**src/rtl/cmap_writeback_sequencer.sv**
```systemverilog
`default_nettype none
// ============================================================================
// Module   : cmap_writeback_sequencer
// Brief    : Per-tile driver for the channel-map buffer. Accepts a tile cmap,
//            pulses the buffer load, walks the done index 1..WIDTH and issues
//            one write-back request per (optionally unmasked) channel.
// Revision : 1.0 - initial release
// ============================================================================
module cmap_writeback_sequencer #(
  parameter int WIDTH     = 16,
  parameter int SKIP_ZERO = 1
) (
  input  logic             clk,
  input  logic             rst_n,
  input  logic             i_tile_valid,
  output logic             o_tile_ready,
  input  logic [WIDTH-1:0] i_tile_cmap,
  input  logic             i_abort,
  output logic [WIDTH-1:0] o_cmap_data,
  output logic             o_cmap_load,
  output logic [4:0]       o_done,
  input  logic             i_cmap_bit,
  output logic             o_wb_valid,
  input  logic             i_wb_ready,
  output logic [3:0]       o_wb_channel,
  output logic             o_wb_mask,
  output logic             o_tile_done,
  output logic [4:0]       o_wb_count
);

  localparam logic [4:0] c_LAST = 5'(WIDTH);

  typedef enum logic [1:0] {
    S_IDLE   = 2'd0,
    S_LOAD   = 2'd1,
    S_SCAN   = 2'd2,
    S_FINISH = 2'd3
  } state_t;

  state_t           r_state;
  logic [WIDTH-1:0] r_cmap_data;
  logic             r_tile_ready;
  logic             r_cmap_load;
  logic [4:0]       r_done;
  logic             r_tile_done;
  logic [4:0]       r_wb_count;
  logic [4:0]       r_cnt;

  logic             w_scan;
  logic             w_req;
  logic             w_mask;
  logic             w_hs;
  logic             w_adv;
  logic             w_last;
  logic [4:0]       w_cnt_nxt;

  // A channel is requested when its buffer bit is set, or always when skipping is disabled.
  // The mask is simply the buffer bit; with skipping enabled a request implies bit=1.
  assign w_scan    = (r_state == S_SCAN);
  assign w_req     = w_scan && ((SKIP_ZERO == 0) || i_cmap_bit);
  assign w_mask    = w_req && i_cmap_bit;
  assign w_hs      = w_req && i_wb_ready;
  assign w_adv     = w_hs || (w_scan && !w_req);
  assign w_last    = (r_done == c_LAST);
  assign w_cnt_nxt = r_cnt + {4'd0, (w_hs && w_mask)};

  assign o_tile_ready = r_tile_ready;
  assign o_cmap_data  = r_cmap_data;
  assign o_cmap_load  = r_cmap_load;
  assign o_done       = r_done;
  assign o_tile_done  = r_tile_done;
  assign o_wb_count   = r_wb_count;
  assign o_wb_valid   = w_req;
  assign o_wb_mask    = w_mask;
  // done=16 wraps to channel 15 in the 4-bit subtraction; done=0 reports channel 0.
  assign o_wb_channel = (r_done == 5'd0) ? 4'd0 : (r_done[3:0] - 4'd1);

  // Tile sequencing FSM; abort overrides everything except reset.
  always_ff @(posedge clk or negedge rst_n) begin
    if (!rst_n) begin
      r_state      <= S_IDLE;
      r_cmap_data  <= '0;
      r_tile_ready <= 1'b1;
      r_cmap_load  <= 1'b0;
      r_done       <= 5'd0;
      r_tile_done  <= 1'b0;
      r_wb_count   <= 5'd0;
      r_cnt        <= 5'd0;
    end else if (i_abort) begin
      r_state      <= S_IDLE;
      r_tile_ready <= 1'b1;
      r_cmap_load  <= 1'b0;
      r_done       <= 5'd0;
      r_tile_done  <= 1'b0;
    end else begin
      case (r_state)
        S_IDLE: begin
          if (i_tile_valid && r_tile_ready) begin
            r_cmap_data  <= i_tile_cmap;
            r_cnt        <= 5'd0;
            r_tile_ready <= 1'b0;
            r_cmap_load  <= 1'b1;
            r_state      <= S_LOAD;
          end
        end
        S_LOAD: begin
          r_cmap_load <= 1'b0;
          r_done      <= 5'd1;
          r_state     <= S_SCAN;
        end
        S_SCAN: begin
          if (w_adv) begin
            r_cnt <= w_cnt_nxt;
            if (w_last) begin
              r_done      <= 5'd0;
              r_tile_done <= 1'b1;
              r_wb_count  <= w_cnt_nxt;
              r_state     <= S_FINISH;
            end else begin
              r_done <= r_done + 5'd1;
            end
          end
        end
        S_FINISH: begin
          r_tile_done  <= 1'b0;
          r_tile_ready <= 1'b1;
          r_state      <= S_IDLE;
        end
        default: begin
          r_state      <= S_IDLE;
          r_tile_ready <= 1'b1;
          r_cmap_load  <= 1'b0;
          r_done       <= 5'd0;
          r_tile_done  <= 1'b0;
        end
      endcase
    end
  end

endmodule
`default_nettype wire

```
**config.mk**
```make
export PLATFORM = sky130hd
export DESIGN_NAME = cmap_writeback_sequencer
export DESIGN_NICKNAME = d
export VERILOG_FILES = /design/src/rtl/cmap_writeback_sequencer.sv
export SDC_FILE = /design/constraint.sdc
export NUM_CORES = 1
export LEC_CHECK = 0
export CORE_UTILIZATION = 42
export DETAILED_ROUTE_END_ITERATION = 10
export MAX_ROUTING_LAYER = met4
export PLACE_DENSITY_LB_ADDON = 0.1
export SLEW_MARGIN = 30
export SYNTH_ARGS = -nofsm -noshare
export SYNTH_HDL_FRONTEND = slang
export SYNTH_SLANG_ARGS = --single-unit
```
**constraint.sdc**
```tcl
create_clock -name clk -period 2 [get_ports clk]
set_input_delay 0.5 -clock clk [delete_from_list [all_inputs] [get_ports clk]]
set_output_delay 0.5 -clock clk [all_outputs]
set_load 0.02 [all_outputs]
```
==> flow_metrics.tcl <==
set metrics [dict create \
    slowest_delay_ns 0.39 \
    crit_type "flop to primary output" \
    crit_fanout 2 \
    place_ws_ns -0.3158 \
    cp_cell_sequence "inv_2, ha_4, nand2b_4, nor2_4, nor2_1, mux2_4, buf_6" \
    wl_per_cell_um 15.23 \
    max_cap_violations 0 \
    clock_latency_ns 0.29 \
    dr.pass1.iters 4 \
    synthArstFlopShare_pct 100.0 \
    die_w_um 69.03 \
    grt_pass1_vias 1717 \
    p_per_area_nw_per_um2 1291 \
    endpoint_kind "primary output" \
    yosys.area.top_type "dfrtp_1" \
    drt_iter0_drc 51 \
    grt_max_degree 37 \
    seq_area_frac_synth_pct 47.81 \
    io_buffers 56 \
    pwr-share-clk_pct 16.9 \
    drive_above_1_share_pct 37.94 \
    fin_crit_ns 2.012 \
    synth_cell_types 39 \
    ctsHoldBuffers 0 \
    worst_slack_ns -0.01195 \
    yosys-top-cells-count "dfrtp_1, mux2_2, o21ai_0" \
    clk_pin_slew_worst_paths_ns 0.07 \
    hp-class "flop to flop" \
    drc 0 \
    cts_num_sinks 36 \
    setup_viol 1 \
    p_sw_share_pct 36.91 \
    holdPathEnd "o_cmap_data[13]" \
    cp-start-kind "flop" \
    yosysWarnings 0 \
    synthesis.area_um2 1887 \
    synth_ff_type "dfrtp_1" \
    synth_top_area_share_pct 46.42 \
    p_switching_w 0.001386 \
    r2r_end "o_wb_count[4]" \
    crit_required_ns 1.50 \
    intPower_w 0.002370 \
    max-slew-margin-rel_pct 68.70 \
    worstPathArrival_ns 1.51 \
    nets 284 \
    pin_count 57 \
    fp.dieH_um 69.03 \
    r2r_start "r_state[0]" \
    h-tree-depth 2 \
    min_from "o_cmap_data[13]" \
    initial_utilization_pct 43.63 \
    place.gp.congestion 0.8437 \
    syn_nets 199 \
    vias 1606 \
    tns_ns -0.01195 \
    clock_path_buffers 2 \
    synth_enable_flop_cells 0 \
    grt_setup_unrepaired "yes" \
    cpMaxStageDelayCell "dfrtp_1" \
    viasPerCell 5.266 \
    worstSetupStartpoint "o_done[0]" \
    dieArea_um2 4764 \
    rows 24 \
    cts_tree "done" \
    grt-ovfl-total 0 \
    ant_nets 0 \
    vdd_drop_max_mv 0.8360 \
    min_path_cells 1 \
    slew_violations 0 \
    status "finished with violations" \
    root_buffer "clkbuf_8" \
    finalWirelength_um 4645 \
    ys_seq_elements 36 \
    avgSynthCellArea_um2 11.30 \
    synthMostInstantiatedCell "dfrtp_1" \
    grt.total_usage_pct 21.19 \
    r2r_slack_ns 0.10 \
    area.growth.synth_to_final_pct 54.18 \
    rr_worst_depth 10 \
    leakage_nw 1.283 \
    period_share_pct 100.6 \
    worst_pin_slew_ns 0.4695 \
    dp_hpwl_um 3279 \
    seqPwrFrac_pct 28.9 \
    coreArea_um2 4324 \
    synthCells 167 \
    n_antenna_cell 0 \
    antenna_found_initial 0 \
    synth_area_leaders "dfrtp_1, mux2_2, ha_1, o21ai_0, a21oi_1" \
    numCtsBuffers 5 \
    comb_power_share_pct 54.1 \
    violations "negative setup slack" \
    grt_pass1_wl_um 7803 \
    fin_skew_ns 0.002470 \
    hold_violations 0 \
    max_freq_mhz 497.0 \
]
## how the worst max path moves through the flow
stage | endpoint | slack [ns] | depth (start not counted)
detailed placement | r_cnt[4] | -0.32 | 10
finish | o_wb_channel[2] | -0.01 | 7
floorplan | o_wb_count[4] | 0.006 | 11
global route | o_wb_channel[2] | -0.07 | 7
CTS | o_wb_channel[3] | -0.02 | 8
global placement | o_wb_mask | -0.23 | 3
## state kept, by name (all words and copies together) (netlist names)
signal	cells
o_cmap_data	16
r_cnt	5
o_done	5
o_tile_ready	1
r_state	2
o_wb_count	5
o_cmap_load	1
o_tile_done	1
## worst max-delay path: cells and delay by family (launching register included)
kind,cells,cell delay (ns)
mux,1,0.26
buf+inv,2,0.21
fa+ha+maj,1,0.15
simple gates,3,0.22
flops,1,0.39
## cell usage in the layout, fill, tap and decap left out, types with 5 or more instances in the layout
| master | n |
|---|---|
| buf_4 | 24 |
| a21oi_1 | 8 |
| dfrtp_1 | 33 |
| o21ai_0 | 9 |
| nand2_1 | 6 |
| nor2_1 | 9 |
| ha_1 | 6 |
| inv_1 | 5 |
| mux2_2 | 23 |
| clkdlybuf4s50_1 | 48 |
| clkbuf_8 | 5 |
## power groups by stage
stage / clock, W / sequential (W) / combinational (W)
after floorplan: 0 / 0.00134 / 0.000726
after global placement: 0 / 0.00107 / 0.00179
after detailed placement: 0 / 0.00109 / 0.00183
after CTS: 0.000655 / 0.00108 / 0.00190
after global routing: 0.000678 / 0.00112 / 0.00217
final: 0.000636 / 0.00109 / 0.00203
## cell type report
cell class / instances / area (µm²)
Tap cell: 52 / 65.06
Clock buffer: 5 / 68.82
Timing Repair Buffer: 83 / 770.7
Multi-Input combinational cell: 117 / 1021
Inverter: 9 / 36.28
Clock inverter: 3 / 42.54
Sequential cell: 36 / 904.6
Fill cell: 328 / 1415
## layer usage
layer | vias to the layer above | routed length [µm] | global-route usage [%]
met5 | - | 0 | -
met4 | 0 | 109 | 9.524
met3 | 9 | 191 | 4.386
met2 | 59 | 2360 | 34.63
met1 | 782 | 1984 | 25.17
li1 | 756 | - | -
## through the flow
| step | hold slack [ns] | util [%] | area [µm²] | total power [W] | std cells |
|---|---|---|---|---|---|
| CTS | 0.5121 | 65.28 | 2823 | 0.003632 | 303 |
| detailed placement | 0.4937 | 61.92 | 2678 | 0.002923 | 292 |
| finish | 0.5070 | 67.27 | 2909 | 0.003756 | 305 |
| floorplan | 0.2044 | - | 1914 | 0.002065 | 167 |
| global placement | 0.4834 | 61.92 | 2678 | 0.002864 | 292 |
| global route | 0.5252 | 67.27 | 2909 | 0.003966 | 305 |
## timing repair
| item | 4_1_cts | 5_1_grt |
|---|---|---|
| buffers inserted | 3 | 2 |
| pin swaps | 1 | 1 |
| endpoints found under the setup margin | 7 | 12 |
| resized for setup | 30 | 21 |
## cell families (layout without fill, tap and decap cells)
kind of cell / after synthesis / after routing / synth area share [%]
AND/OR/NAND/NOR: 48 / 48 / 15.06
flip-flops: 36 / 36 / 47.81
AO/OA/AOI/OAI: 31 / 31 / 10.34
multiplexers: 25 / 25 / 14.85
buffers and inverters: 14 / 100 / 3.912
adder cells (fa/ha/maj): 10 / 10 / 6.631
XOR/XNOR: 3 / 3 / 1.393
(Power assumes the default switching activity.)
